==> src/rtl/fifo_stream_reader_pkg.sv <==
// Shared types and constants for the fifo read-side streaming master.
// Holds the read FSM state encoding and the credit rule used before each ren pulse.
package fifo_stream_reader_pkg;

    localparam int DEFAULT_DATA_W = 32;
    localparam int FIFO_DEPTH     = 1024;

    typedef enum logic [1:0] {
        S_IDLE,
        S_REQ,
        S_GAP,
        S_FLUSH
    } rd_state_e;

    // A read may only start if the fifo has data and every issued word still has a skid slot.
    function automatic logic creditOk(
        input logic        ffEmpty,
        input int unsigned inUse,
        input int unsigned limit,
        input logic        flush
    );
        return !ffEmpty && (inUse < limit) && !flush;
    endfunction

endpackage

==> src/rtl/fifo_stream_reader_skid.sv <==
// Register-based synchronous FIFO holding returned fifo words until the stream consumer takes them.
// The head entry is a register, so the downstream data/valid pair is registered.
module stream_skid_fifo #(
    parameter int DATA_W = 32,
    parameter int DEPTH  = 4
) (
    input  logic                       i_clk,
    input  logic                       i_rst_n,
    input  logic                       i_clear,
    input  logic                       i_push,
    input  logic [DATA_W-1:0]          i_data,
    input  logic                       i_pop,
    output logic [DATA_W-1:0]          o_head,
    output logic                       o_valid,
    output logic [$clog2(DEPTH+1)-1:0] o_count
);

    localparam int PTR_W = (DEPTH > 1) ? $clog2(DEPTH) : 1;
    localparam int CNT_W = $clog2(DEPTH + 1);

    logic [DATA_W-1:0] r_mem [DEPTH];
    logic [PTR_W-1:0]  r_wrPtr;
    logic [PTR_W-1:0]  r_rdPtr;
    logic [CNT_W-1:0]  r_count;
    logic              w_push;
    logic              w_pop;

    function automatic logic [PTR_W-1:0] nextPtr(input logic [PTR_W-1:0] ptr);
        return (ptr == PTR_W'(DEPTH - 1)) ? '0 : ptr + 1'b1;
    endfunction

    assign w_pop  = i_pop && (r_count != '0) && !i_clear;
    assign w_push = i_push && !i_clear && ((r_count != CNT_W'(DEPTH)) || w_pop);

    // Storage is cleared on reset so the stream data output starts at zero.
    always_ff @(posedge i_clk or negedge i_rst_n) begin
        if (!i_rst_n) begin
            for (int i = 0; i < DEPTH; i++) begin
                r_mem[i] <= '0;
            end
        end else if (w_push) begin
            r_mem[r_wrPtr] <= i_data;
        end
    end

    always_ff @(posedge i_clk or negedge i_rst_n) begin
        if (!i_rst_n) begin
            r_wrPtr <= '0;
            r_rdPtr <= '0;
            r_count <= '0;
        end else if (i_clear) begin
            r_wrPtr <= '0;
            r_rdPtr <= '0;
            r_count <= '0;
        end else begin
            if (w_push) begin
                r_wrPtr <= nextPtr(r_wrPtr);
            end
            if (w_pop) begin
                r_rdPtr <= nextPtr(r_rdPtr);
            end
            case ({w_push, w_pop})
                2'b10:   r_count <= r_count + 1'b1;
                2'b01:   r_count <= r_count - 1'b1;
                default: r_count <= r_count;
            endcase
        end
    end

    assign o_head  = r_mem[r_rdPtr];
    assign o_valid = (r_count != '0);
    assign o_count = r_count;

endmodule

==> src/rtl/fifo_stream_reader.sv <==
// Read-side master for the RAM-backed fifo: issues single-cycle ren pulses under a credit limit,
// absorbs variable return latency and presents returned words on a valid/ready stream.
module fifo_stream_reader
    import fifo_stream_reader_pkg::*;
#(
    parameter int DATA_W         = DEFAULT_DATA_W,
    parameter int SKID_DEPTH     = 4,
    parameter int ISSUE_GAP      = 1,
    parameter int RVALID_TIMEOUT = 16
) (
    input  logic                            i_clk,
    input  logic                            i_rst_n,
    input  logic                            i_ff_empty,
    output logic                            o_ff_ren,
    input  logic [DATA_W-1:0]               i_ff_rdata,
    input  logic                            i_ff_rvalid,
    input  logic                            i_flush,
    output logic [DATA_W-1:0]               o_m_data,
    output logic                            o_m_valid,
    input  logic                            i_m_ready,
    output logic [$clog2(SKID_DEPTH+1)-1:0] o_outstanding,
    output logic                            o_err_timeout
);

    localparam int OUT_W = $clog2(SKID_DEPTH + 1);
    localparam int TO_W  = $clog2(RVALID_TIMEOUT + 1);
    localparam int GAP_W = (ISSUE_GAP > 1) ? $clog2(ISSUE_GAP) : 1;

    rd_state_e        r_state;
    rd_state_e        w_nextState;
    logic [GAP_W-1:0] r_gapCnt;
    logic [OUT_W-1:0] r_outstanding;
    logic [TO_W-1:0]  r_toCnt;
    logic             r_errTimeout;

    logic             w_ren;
    logic             w_retValid;
    logic             w_push;
    logic             w_pop;
    logic             w_timeout;
    logic             w_creditOk;
    logic             w_skidValid;
    logic [OUT_W-1:0] w_skidCount;

    assign w_ren      = (r_state == S_REQ);
    assign w_retValid = i_ff_rvalid && (r_outstanding != '0);
    assign w_push     = w_retValid && !i_flush && (r_state != S_FLUSH);
    assign w_pop      = w_skidValid && i_m_ready && !i_flush;
    assign w_timeout  = (r_outstanding != '0) && !i_ff_rvalid
                        && (r_toCnt == TO_W'(RVALID_TIMEOUT - 1));

    // A ren issued this cycle is not yet in r_outstanding, so it is added here to avoid over-issuing.
    assign w_creditOk = creditOk(i_ff_empty,
                                 32'(r_outstanding) + 32'(w_skidCount) + 32'(w_ren),
                                 32'(SKID_DEPTH), i_flush);

    stream_skid_fifo #(
        .DATA_W (DATA_W),
        .DEPTH  (SKID_DEPTH)
    ) u_skid (
        .i_clk   (i_clk),
        .i_rst_n (i_rst_n),
        .i_clear (i_flush),
        .i_push  (w_push),
        .i_data  (i_ff_rdata),
        .i_pop   (w_pop),
        .o_head  (o_m_data),
        .o_valid (w_skidValid),
        .o_count (w_skidCount)
    );

    always_ff @(posedge i_clk or negedge i_rst_n) begin
        if (!i_rst_n) begin
            r_state  <= S_IDLE;
            r_gapCnt <= '0;
        end else begin
            r_state  <= w_nextState;
            r_gapCnt <= (r_state == S_GAP && w_nextState == S_GAP) ? r_gapCnt + 1'b1 : '0;
        end
    end

    // The last gap cycle re-checks credit itself so pulses can be exactly ISSUE_GAP idle cycles apart.
    always_comb begin
        w_nextState = r_state;
        case (r_state)
            S_IDLE: begin
                if (w_creditOk) begin
                    w_nextState = S_REQ;
                end
            end
            S_REQ: begin
                if (ISSUE_GAP > 0) begin
                    w_nextState = S_GAP;
                end else if (w_creditOk) begin
                    w_nextState = S_REQ;
                end else begin
                    w_nextState = S_IDLE;
                end
            end
            S_GAP: begin
                if (r_gapCnt == GAP_W'(ISSUE_GAP - 1)) begin
                    w_nextState = w_creditOk ? S_REQ : S_IDLE;
                end
            end
            S_FLUSH: begin
                if (r_outstanding == '0) begin
                    w_nextState = S_IDLE;
                end
            end
            default: w_nextState = S_IDLE;
        endcase
        if (w_timeout) begin
            w_nextState = S_IDLE;
        end
        if (i_flush) begin
            w_nextState = S_FLUSH;
        end
    end

    always_ff @(posedge i_clk or negedge i_rst_n) begin
        if (!i_rst_n) begin
            r_outstanding <= '0;
            r_toCnt       <= '0;
            r_errTimeout  <= 1'b0;
        end else begin
            if (w_timeout) begin
                r_outstanding <= '0;
            end else begin
                case ({w_ren, w_retValid})
                    2'b10:   r_outstanding <= r_outstanding + 1'b1;
                    2'b01:   r_outstanding <= r_outstanding - 1'b1;
                    default: r_outstanding <= r_outstanding;
                endcase
            end

            if (r_outstanding == '0 || i_ff_rvalid || w_timeout) begin
                r_toCnt <= '0;
            end else begin
                r_toCnt <= r_toCnt + 1'b1;
            end

            if (i_flush) begin
                r_errTimeout <= 1'b0;
            end else if (w_timeout) begin
                r_errTimeout <= 1'b1;
            end
        end
    end

    assign o_ff_ren      = w_ren;
    assign o_m_valid     = w_skidValid;
    assign o_outstanding = r_outstanding;
    assign o_err_timeout = r_errTimeout;

endmodule

==> config.mk <==
export PLATFORM = sky130hd
export DESIGN_NAME = fifo_stream_reader
export DESIGN_NICKNAME = d
export VERILOG_FILES = /design/src/rtl/fifo_stream_reader_pkg.sv /design/src/rtl/fifo_stream_reader_skid.sv /design/src/rtl/fifo_stream_reader.sv
export SDC_FILE = /design/constraint.sdc
export NUM_CORES = 1
export LEC_CHECK = 0
export ABC_CLOCK_PERIOD_IN_PS = 2400
export CAP_MARGIN = 0
export CORE_ASPECT_RATIO = 1.5
export CORE_MARGIN = 5
export CORE_UTILIZATION = 50
export CTS_CLUSTER_DIAMETER = 120
export CTS_CLUSTER_SIZE = 24
export DETAILED_ROUTE_END_ITERATION = 7
export PLACE_DENSITY = 0.77
export RECOVER_POWER = 50
export SLEW_MARGIN = 25
export SYNTH_ARGS = -nofsm -noshare
export SYNTH_HDL_FRONTEND = slang
export SYNTH_SLANG_ARGS = --single-unit
==> constraint.sdc <==
create_clock -name i_clk -period 2.4 [get_ports i_clk]
set_clock_uncertainty 0.05 [all_clocks]
set_input_delay 0.36 -clock i_clk [delete_from_list [all_inputs] [get_ports i_clk]]
set_output_delay 0.36 -clock i_clk [all_outputs]
set_load 0.02 [all_outputs]
==> results.sh, run 1 <==
export IMPL_final_nets=564
export IMPL_post_synth_design_cell_area_mm2=0.00662
export IMPL_first_global_vias=4266
export IMPL_timing_final_hold_violations=0
export IMPL_ys_async_sr_fraction_pct=100
export IMPL_endpoint_kind="output pin"
export IMPL_timing_final_crit_share_pct=96.9
export IMPL_ys_seq_area_share_pct=55.6
export IMPL_coreArea_mm2=0.0130
export IMPL_worst_slew_pin_slew_ns=1.34
export IMPL_floorplan_rows=51
export IMPL_slowest_stage="sky130_fd_sc_hd__mux4_2"
export IMPL_gr_total_overflow=0
export IMPL_total_setup_violations_reported_at_the_end_of_the_flow=0
export IMPL_avgViaCountPerCell=5.57
export IMPL_fmaxAchievable_mhz=430
export IMPL_worst_skew_pair_late_latency_ns=0.41
export IMPL_crit_reg2reg_capture="u_skid.o_count[2]"
export IMPL_required_ns=1.99
export IMPL_worst_hold_path_type="reg2reg"
export IMPL_drv_slew=0
export IMPL_p_per_area_mw_per_mm2=1080
export IMPL_crit_path_start_kind="flop"
export IMPL_die_height_um=151
export IMPL_clkSlewWorstSetupHoldPaths_ns=0.05
export IMPL_global_route_wire_length_before_repair_um=22100
export IMPL_status="finished, final reports clean"
export IMPL_worst_r2r_path_depth=5
export IMPL_max_cap_violations=0
export IMPL_route_detailed_drc=0
export IMPL_cts_tree="done"
export IMPL_postSynthRegisterBits=147
export IMPL_met1Wirelength_um=5260
export IMPL_critPathArrivalTime_ns=1.92
export IMPL_critPathKind="reg2out"
export IMPL_wl_per_cell_um=19.2
export IMPL_drt_wl_total_um=13200
export IMPL_antenna_found_initial=0
export IMPL_ys_warnings_count=0
export IMPL_static_leakage_power_nw=3.90
export IMPL_first_iter_violations=82
export IMPL_cts_root_buffer="sky130_fd_sc_hd__clkbuf_16"
export IMPL_worst_ir_drop_vdd_mv=0.497
export IMPL_cts_sinks=147
export IMPL_top_layer="met4"
export IMPL_max_slew_margin_rel_pct=10.8
export IMPL_post_place_cells=653
export IMPL_met3_length_um=429
export IMPL_critical_path_cell_chain="buf_12 > mux4_2 > dlygate4sd2_1"
export IMPL_final_layout_size_suffix_gt1_share_pct=42.1
export IMPL_postSynthAreaPerCell_um2=15.8
export IMPL_reg2reg_slack_ns=0.21
export IMPL_synthesis_instances=418
export IMPL_floorplan_initialDensity_pct=50.8
export IMPL_ctsHtreeMaxLevel=4
export IMPL_fin_setup_tns_ns=0
export IMPL_instances_no_fill=686
export IMPL_antenna_cells=0
export IMPL_num_vias=3822
export IMPL_grt_setup_unrepaired="no"
export IMPL_cts_path_max_buffers=2
export IMPL_met2_length_um=7350
export IMPL_grt_max_degree=51
export IMPL_dp_hpwl_um=8750
export IMPL_worstSetupStartpoint="u_skid.r_rdPtr[0]"
export IMPL_floorplan_die_area_mm2=0.0157
export IMPL_path_max_fanout=21
export IMPL_gpl_final_weighted_congestion=0.825
export IMPL_drt_first_pass_iters=4
export IMPL_ioPinCount=76
export IMPL_synth_fp_nets=468
export IMPL_place_port_buffers=75
export IMPL_synth_ff_type="sky130_fd_sc_hd__dfrtp_1"
export IMPL_crit_path_end="o_m_data[11]"
export IMPL_r2r_start="u_skid.o_count[1]"
export IMPL_syn2layout_area_growth_pct=24.4
export IMPL_tritoncts_num_buffers=17
export IMPL_synth_cell_types=36
export IMPL_chipWidth_um=104
export IMPL_antenna_violating_nets_post_route=0
export IMPL_crit_path_max_incr_delay_ns=0.54
export IMPL_min_period_ns=2.33
export IMPL_grt_use_total_pct=17.9
export IMPL_synth_edff_count=0
cells in the mapped netlist (2+ instances only):
cell type | number | area [um^2]
sky130_fd_sc_hd__a211o_1 | 2 | 17.5
sky130_fd_sc_hd__a21oi_1 | 4 | 20.0
sky130_fd_sc_hd__and3_1 | 2 | 12.5
sky130_fd_sc_hd__buf_1 | 2 | 7.51
sky130_fd_sc_hd__buf_2 | 4 | 20.0
sky130_fd_sc_hd__buf_6 | 9 | 101
sky130_fd_sc_hd__clkbuf_1 | 7 | 26.3
sky130_fd_sc_hd__dfrtp_1 | 147 | 3680
sky130_fd_sc_hd__fa_1 | 2 | 40.0
sky130_fd_sc_hd__ha_1 | 10 | 125
sky130_fd_sc_hd__inv_1 | 6 | 22.5
sky130_fd_sc_hd__mux2_2 | 128 | 1440
sky130_fd_sc_hd__mux4_2 | 32 | 721
sky130_fd_sc_hd__nand2_1 | 9 | 33.8
sky130_fd_sc_hd__nand3_1 | 6 | 30.0
sky130_fd_sc_hd__nor2_1 | 12 | 45.0
sky130_fd_sc_hd__nor2b_1 | 2 | 12.5
sky130_fd_sc_hd__nor3b_1 | 3 | 22.5
sky130_fd_sc_hd__nor4_1 | 2 | 12.5
sky130_fd_sc_hd__o2111a_1 | 2 | 22.5
sky130_fd_sc_hd__o21ai_0 | 4 | 20.0
sky130_fd_sc_hd__o31ai_1 | 3 | 22.5
sky130_fd_sc_hd__or3_1 | 3 | 18.8
sky130_fd_sc_hd__xnor2_1 | 4 | 35.0
sky130_fd_sc_hd__xor2_1 | 2 | 17.5
sequential cells by signal, summed over array words and instances (netlist names):
name	flops
o_outstanding	3
u_skid.o_count	3
o_err_timeout	1
r_state	2
u_skid.r_wrPtr	2
r_gapCnt	1
u_skid.r_mem	128
r_toCnt	5
u_skid.r_rdPtr	2
logic make-up (layout without fill, tap and decap cells):
logic type / Yosys count / count (layout) / share of synthesized area [%]
buffers and inverters: 29 / 138 / 2.74
muxes: 161 / 161 / 32.8
DFF: 147 / 147 / 55.6
other: 1 / 1 / 0.0567
adders and majority gates: 12 / 12 / 2.50
AOI/OAI and AO/OA: 18 / 18 / 2.17
xor gates and xnor gates: 6 / 6 / 0.794
and+or+nand+nor: 44 / 44 / 3.31
routing by layer:
layer,up-vias,track usage [%]
li1,1727,-
met1,2019,20.8
met2,64,32.4
met3,12,4.26
met4,0,5.83
met5,-,0
critical path: cells and delay by family, from the launching register on:
kind / cells / cell delay [ns]
buf+inv: 2 / 0.56
flops: 1 / 0.40
mux: 1 / 0.54
placed cells by master, fill, tap and decap left out, drive strengths merged, types with 2 or more instances in the layout:
cell	n
nor3b	3
clkinv	6
dfrtp	147
o31ai	3
o21ai	4
nor4	2
clkinvlp	3
xnor2	4
mux2	128
and3	2
ha	10
xor2	2
buf	22
nand2	10
inv	8
dlygate4sd3	5
or3	3
nor2b	2
a21oi	4
clkdlybuf4s50	38
clkbuf	23
a211o	2
mux4	32
fa	2
o2111a	2
nor2	12
nand3	6
dlygate4sd2	32
through the flow:
stage                     total power, mW  setup WS, ns  area [um^2]  utilization [%]  hold slack, ns
after global routing                 9.40       0.00758         8230             63.2           0.431
after CTS                            9.04        0.0353         8250             63.3           0.421
final                                8.91        0.0738         8230             63.2           0.425
after detailed placement             6.77        0.0328         7710             59.2           0.293
after global placement               6.64        0.0576         7710             59.2           0.280
after floorplan                      5.39        0.0885         6620                -          0.0144
timing repair:
action	CTS	global route
resized for setup	32	1
setup endpoints to repair	32	1
gates cloned	0	0
endpoints found under the hold margin	48	0
buffers inserted	0	0
hold buffers	1	0
report_power, final:
part	switching (mW)	internal, mW	total [mW]
clock	1.01	1.48	2.50
sequential	0.324	3.07	3.39
combinational	1.42	1.60	3.02
total	2.76	6.15	8.91
how the worst min path moves through the flow:
stage	start	end	slack, ns	cells past startpoint
floorplan	i_rst_n	o_err_timeout	0.01	0
global placement	i_rst_n	u_skid.r_mem[58]	0.28	1
detailed placement	i_rst_n	u_skid.r_mem[53]	0.29	1
CTS	r_toCnt[0]	r_toCnt[0]	0.42	1
global route	r_toCnt[0]	r_toCnt[0]	0.43	1
finish	r_toCnt[0]	r_toCnt[0]	0.43	1
layout make-up:
class,count,area [um^2]
Sequential cell,147,3680
Fill cell,999,4790
Clock inverter,11,103
Multi-Input combinational cell,242,2770
Tap cell,159,199
Timing Repair Buffer,99,988
Clock buffer,21,460
Inverter,7,26.3
Power figures use the tool's default switching activity.
==> run 2: changes to the inputs <==
Settings changed: GPL_TIMING_DRIVEN set to 0.
==> run 2 against run 1 <==
Against the previous run:
- highest routed layer unchanged
- register-to-register slack got worse by 0.06 ns
- die area did not move
- setup slack got worse by 0.037 ns
- sequential power rose by 2%
- sequential cell count did not move
- largest cell class unchanged
- first-iteration DRC count fell by 4.9%
- non-clock buffer count rose by 4
==> results.sh, run 2 (same netlist as run 1, synthesis figures left out) <==
export IMPL_regArea_mm2=0.00368
export IMPL_coreArea_mm2=0.0130
export IMPL_crit_path_start_kind="flop"
export IMPL_gr_total_overflow=0
export IMPL_fmaxAchievable_mhz=423
export IMPL_worst_ir_drop_vdd_mv=0.573
export IMPL_antenna_found_initial=0
export IMPL_max_cap_violations=0
export IMPL_busiest_layer="met2"
export IMPL_cts_sinks=147
export IMPL_final_nets=568
export IMPL_worst_slew_pin_slew_ns=1.02
export IMPL_grt_use_total_pct=18.1
export IMPL_static_leakage_power_nw=3.90
export IMPL_worst_r2r_path_depth=7
export IMPL_place_port_buffers=74
export IMPL_cts_path_max_buffers=2
export IMPL_grt_max_degree=78
export IMPL_antenna_cells=0
export IMPL_path_delay_family="buffers and inverters"
export IMPL_multi_input_area_mm2=0.00277
export IMPL_power_mw=8.86
export IMPL_path_max_fanout=10
export IMPL_top_flop_regs="u_skid.r_mem (128), r_toCnt (5)"
export IMPL_fin_setup_tns_ns=0
export IMPL_met2_usage_pct=33.7
export IMPL_ioPinCount=76
export IMPL_clkSlewWorstSetupHoldPaths_ns=0.06
export IMPL_p_per_area_mw_per_mm2=1080
export IMPL_layout_core_utilization_pct=62.9
export IMPL_floorplan_rows=51
export IMPL_syn2layout_area_growth_pct=23.7
export IMPL_timing_final_crit_share_pct=98.5
export IMPL_layout_cells_most_common="sky130_fd_sc_hd__dfrtp_1"
export IMPL_layout_filler_cell_count=996
export IMPL_grt_met1_usage_pct=20.6
export IMPL_required_ns=1.99
export IMPL_dp_hpwl_um=9100
export IMPL_slowest_stage="sky130_fd_sc_hd__mux4_2"
export IMPL_chipWidth_um=104
export IMPL_worst_skew_pair_late_latency_ns=0.42
export IMPL_final_cell_mix="sky130_fd_sc_hd__dfrtp_1 (145), sky130_fd_sc_hd__mux2_2 (128), sky130_fd_sc_hd__clkdlybuf4s50_1 (39)"
export IMPL_critical_path_cell_chain="buf_6 > mux4_2 > dlygate4sd2_1"
export IMPL_critical_path_stages=3
export IMPL_avgViaCountPerCell=5.62
export IMPL_num_vias=3877
export IMPL_cts_root_buffer="sky130_fd_sc_hd__clkbuf_16"
export IMPL_wl_per_cell_um=19.4
export IMPL_drv_slew=0
export IMPL_critPathArrivalTime_ns=1.95
export IMPL_status="finished, final reports clean"
export IMPL_total_setup_violations_reported_at_the_end_of_the_flow=0
export IMPL_antenna_violating_nets_post_route=0
export IMPL_first_iter_violations=78
export IMPL_holdWs_ns=0.256
export IMPL_floorplan_die_area_mm2=0.0157
export IMPL_critPathKind="reg2out"
export IMPL_drt_wl_total_um=13400
export IMPL_max_slew_margin_rel_pct=31.9
export IMPL_min_period_ns=2.36
export IMPL_tritoncts_num_buffers=17
export IMPL_regMostFlops="u_skid.r_mem"
export IMPL_worst_hold_path_type="in2reg"
export IMPL_largest_register_ff_count=128
export IMPL_grt_setup_unrepaired="yes"
export IMPL_timing_final_hold_violations=0
export IMPL_crit_path_max_incr_delay_ns=0.54
export IMPL_route_detailed_drc=0
export IMPL_worst_slack_ns=0.0364
export IMPL_die_height_um=151
export IMPL_dp_worst_setup_slack_ns=-0.745
export IMPL_worst_hold_path_num_cells=2
export IMPL_gr_usage_met3_pct=3.80
export IMPL_cts_tree="done"
export IMPL_ctsHtreeMaxLevel=4
export IMPL_drt_first_pass_iters=4
export IMPL_floorplan_initialDensity_pct=50.8
export IMPL_global_route_wire_length_before_repair_um=22600
export IMPL_gpl_final_weighted_congestion=0.757
export IMPL_final_layout_size_suffix_gt1_share_pct=42.0
export IMPL_worstPathBufferInverterCount=2
export IMPL_first_global_vias=4501
export IMPL_endpoint_kind="output pin"
==> run 2: per-stage QoR <==
step | std cells | cell area [um^2]
after global routing | 690 | 8180
after global placement | 651 | 7560
after CTS | 687 | 8180
after floorplan | 418 | 6620
final | 690 | 8180
after detailed placement | 652 | 7590
==> run 2: layer usage <==
metal,up-vias,wire [um]
met5,-,0
met4,0,218
met3,19,421
met2,69,7500
met1,2038,5250
li1,1751,-
==> run 2: final timing paths <==
check | startpoint | to | slack, ns
min in group asynchronous | i_rst_n | u_skid.r_mem[110] | 0.63
worst max register to register | o_outstanding[0] | u_skid.r_mem[21] | 0.15
worst min-delay path | i_flush | o_err_timeout | 0.26
worst min register to register | r_toCnt[0] | r_toCnt[0] | 0.41
max in group asynchronous | i_rst_n | u_skid.r_rdPtr[0] | 0.48
worst max-delay path | u_skid.r_rdPtr[0] | o_m_data[29] | 0.04
==> run 2: timing repair <==
item,4_1_cts,5_1_grt
gates resized for setup,55,1
setup buffers,4,3
hold endpoints to repair,76,0
cloned,0,0
pin swaps,1,1
endpoints found under the setup margin,44,5
hold buffers,1,0
==> run 2: power by group <==
group / internal (mW) / leakage [nW] / switching [mW] / total, mW
Sequential: 3.07 / 1.96 / 0.381 / 3.45
Clock: 1.35 / 0.264 / 1.08 / 2.43
Combinational: 1.58 / 1.67 / 1.41 / 2.99
==> run 2: area by class of cell <==
class | count | area share (%)
clock buffers | 18 | 5.24
flip-flops and latches | 147 | 45.0
repair buffers | 83 | 9.46
inverters | 7 | 0.321
well taps | 159 | 2.43
plain buffers | 20 | 2.20
multi-input cells | 242 | 33.9
clock inverters | 14 | 1.50
==> run 3: changes to the inputs <==
Settings changed: CAP_MARGIN 0 to 20, REMOVE_ABC_BUFFERS set to 1.
==> run 3 against run 2 <==
Against the previous run:
- global-route usage shrank 0.054 points
- via count decreased by 0.67%
- non-clock buffer count fell by 13
- sequential share of layout area is 0.15 points higher
- sequential power hardly changed
- clock power is 7% higher
- clock-buffer cell count down 1
- hold slack better by 0.18 ns
- wire length down 1.8%
- combinational power is 2% lower
- core utilization is 0.12 points lower
- setup slack better by 0.0091 ns
- largest power group unchanged
- highest routed layer unchanged
==> results.sh, run 3 (same netlist as run 1, synthesis figures left out) <==
export IMPL_max_cap_violations=0
export IMPL_critical_path_cell_chain="buf_6 > mux4_2 > dlygate4sd2_1"
export IMPL_tritoncts_num_buffers=17
export IMPL_status="finished, final reports clean"
export IMPL_hold_start="r_toCnt[0]"
export IMPL_die_height_um=151
export IMPL_worst_skew_pair_late_latency_ns=0.42
export IMPL_post_place_cells=636
export IMPL_grt_use_total_pct=18.0
export IMPL_layout_core_utilization_pct=62.7
export IMPL_gpl_final_weighted_congestion=0.756
export IMPL_global_route_wire_length_before_repair_um=22500
export IMPL_instances_no_fill=677
export IMPL_coreArea_mm2=0.0130
export IMPL_timing_final_crit_share_pct=98.1
export IMPL_worst_r2r_path_depth=7
export IMPL_cts_root_buffer="sky130_fd_sc_hd__clkbuf_16"
export IMPL_p_per_area_mw_per_mm2=1100
export IMPL_dp_hpwl_um=8620
export IMPL_grt_setup_unrepaired="yes"
export IMPL_critPathKind="reg2out"
export IMPL_largest_register_ff_count=128
export IMPL_worst_ir_drop_vdd_mv=0.642
export IMPL_regMostFlops="u_skid.r_mem"
export IMPL_wl_per_cell_um=19.4
export IMPL_r2r_start="o_outstanding[0]"
export IMPL_min_period_ns=2.35
export IMPL_layout_filler_cell_count=980
export IMPL_final_design_area_no_fill_mm2=0.00817
export IMPL_ctsHtreeMaxLevel=4
export IMPL_ioPinCount=76
export IMPL_worst_slack_ns=0.0454
export IMPL_drt_wl_total_um=13100
export IMPL_chipWidth_um=104
export IMPL_gr_total_overflow=0
export IMPL_floorplan_initialDensity_pct=50.8
export IMPL_antenna_violating_nets_post_route=0
export IMPL_fin_setup_tns_ns=0
export IMPL_crit_reg2reg_capture="u_skid.r_mem[34]"
export IMPL_floorplan_rows=51
export IMPL_cts_tree="done"
export IMPL_crit_path_start_kind="flop"
export IMPL_drt_first_pass_iters=4
export IMPL_slowest_stage="sky130_fd_sc_hd__mux4_2"
export IMPL_place_port_buffers=75
export IMPL_antenna_found_initial=0
export IMPL_required_ns=1.99
export IMPL_cts_sinks=147
export IMPL_placed_area_mm2=0.00758
export IMPL_fmaxAchievable_mhz=425
export IMPL_endpoint_kind="output pin"
export IMPL_reg2reg_slack_ns=0.15
export IMPL_cts_path_max_buffers=2
export IMPL_antenna_cells=0
export IMPL_total_setup_violations_reported_at_the_end_of_the_flow=0
export IMPL_floorplan_die_area_mm2=0.0157
export IMPL_final_layout_size_suffix_gt1_share_pct=45.6
export IMPL_top_flop_regs="u_skid.r_mem (128), r_toCnt (5)"
export IMPL_worst_hold_path_type="reg2reg"
export IMPL_drv_slew=0
export IMPL_first_iter_violations=92
export IMPL_avgViaCountPerCell=5.69
export IMPL_syn2layout_area_growth_pct=23.4
export IMPL_timing_final_hold_violations=0
export IMPL_worst_hold_path_num_cells=1
export IMPL_timing_hold_worst_endpoint="r_toCnt[0]"
export IMPL_route_detailed_drc=0
export IMPL_dp_worst_setup_slack_ns=-0.835
export IMPL_path_max_fanout=10
export IMPL_max_slew_margin_rel_pct=18.2
export IMPL_final_nets=555
export IMPL_grt_max_degree=100
export IMPL_crit_path_max_incr_delay_ns=0.54
export IMPL_num_vias=3851
export IMPL_static_leakage_power_nw=3.87
export IMPL_worst_slew_pin_slew_ns=1.23
export IMPL_first_global_vias=4418
export IMPL_layout_cells_most_common="sky130_fd_sc_hd__dfrtp_1"
export IMPL_clkSlewWorstSetupHoldPaths_ns=0.06
export IMPL_critPathArrivalTime_ns=1.94
export IMPL_final_cell_mix="sky130_fd_sc_hd__dfrtp_1 (145), sky130_fd_sc_hd__mux2_2 (128), sky130_fd_sc_hd__clkdlybuf4s50_1 (40)"
==> run 3: how the worst max path moves through the flow <==
stage,slack [ns],from,to
after floorplan,-0.31,o_outstanding[0],u_skid.r_mem[100]
after global placement,-4.56,i_rst_n,u_skid.r_mem[112]
after detailed placement,-0.84,i_ff_rvalid,u_skid.r_mem[29]
after CTS,-0.005,u_skid.r_rdPtr[0],o_m_data[3]
after global routing,-0.04,u_skid.r_rdPtr[0],o_m_data[17]
final,0.05,u_skid.r_rdPtr[0],o_m_data[5]
==> run 3: critical path, delay by kind of cell (launching register included) <==
kind                   cells  cell delay, ns
multiplexers               1            0.54
buffers and inverters      2            0.53
flip-flops                 1            0.44
==> run 3: power breakdown <==
part           internal (mW)  switching, mW  total (mW)
clock network           1.47           1.11        2.59
registers               3.07          0.378        3.45
logic                   1.54           1.41        2.94
==> run 3: what timing repair did <==
action / in CTS / in global routing
hold buffers: 1 / 0
setup buffers: 6 / 2
pin swaps: 1 / 1
gates resized for setup: 48 / 37
setup endpoints to repair: 165 / 96
endpoints found under the hold margin: 48 / 0
==> run 3: layer usage <==
layer | vias up | wire length, um | global-route usage [%]
li1 | 1724 | - | -
met1 | 2043 | 5140 | 20.7
met2 | 68 | 7360 | 33.0
met3 | 16 | 428 | 4.43
met4 | 0 | 202 | 5.96
met5 | - | 0 | 0
==> run 3: stage by stage <==
stage | hold slack [ns] | power (mW)
final | 0.431 | 8.98
after global routing | 0.453 | 9.49
after CTS | 0.386 | 9.15
after detailed placement | 0.235 | 6.70
after global placement | 0.396 | 6.50
after floorplan | 0.0144 | 5.35
==> run 3: final cells by class <==
| type | count | area [um^2] | area share, % |
|---|---|---|---|
| flip-flops and latches | 147 | 3690 | 45.1 |
| repair buffers | 90 | 866 | 10.6 |
| clock buffers | 17 | 425 | 5.21 |
| clock inverters | 15 | 158 | 1.93 |
| well taps | 159 | 199 | 2.44 |
| inverters | 7 | 26.3 | 0.322 |
| multi-input cells | 242 | 2810 | 34.4 |
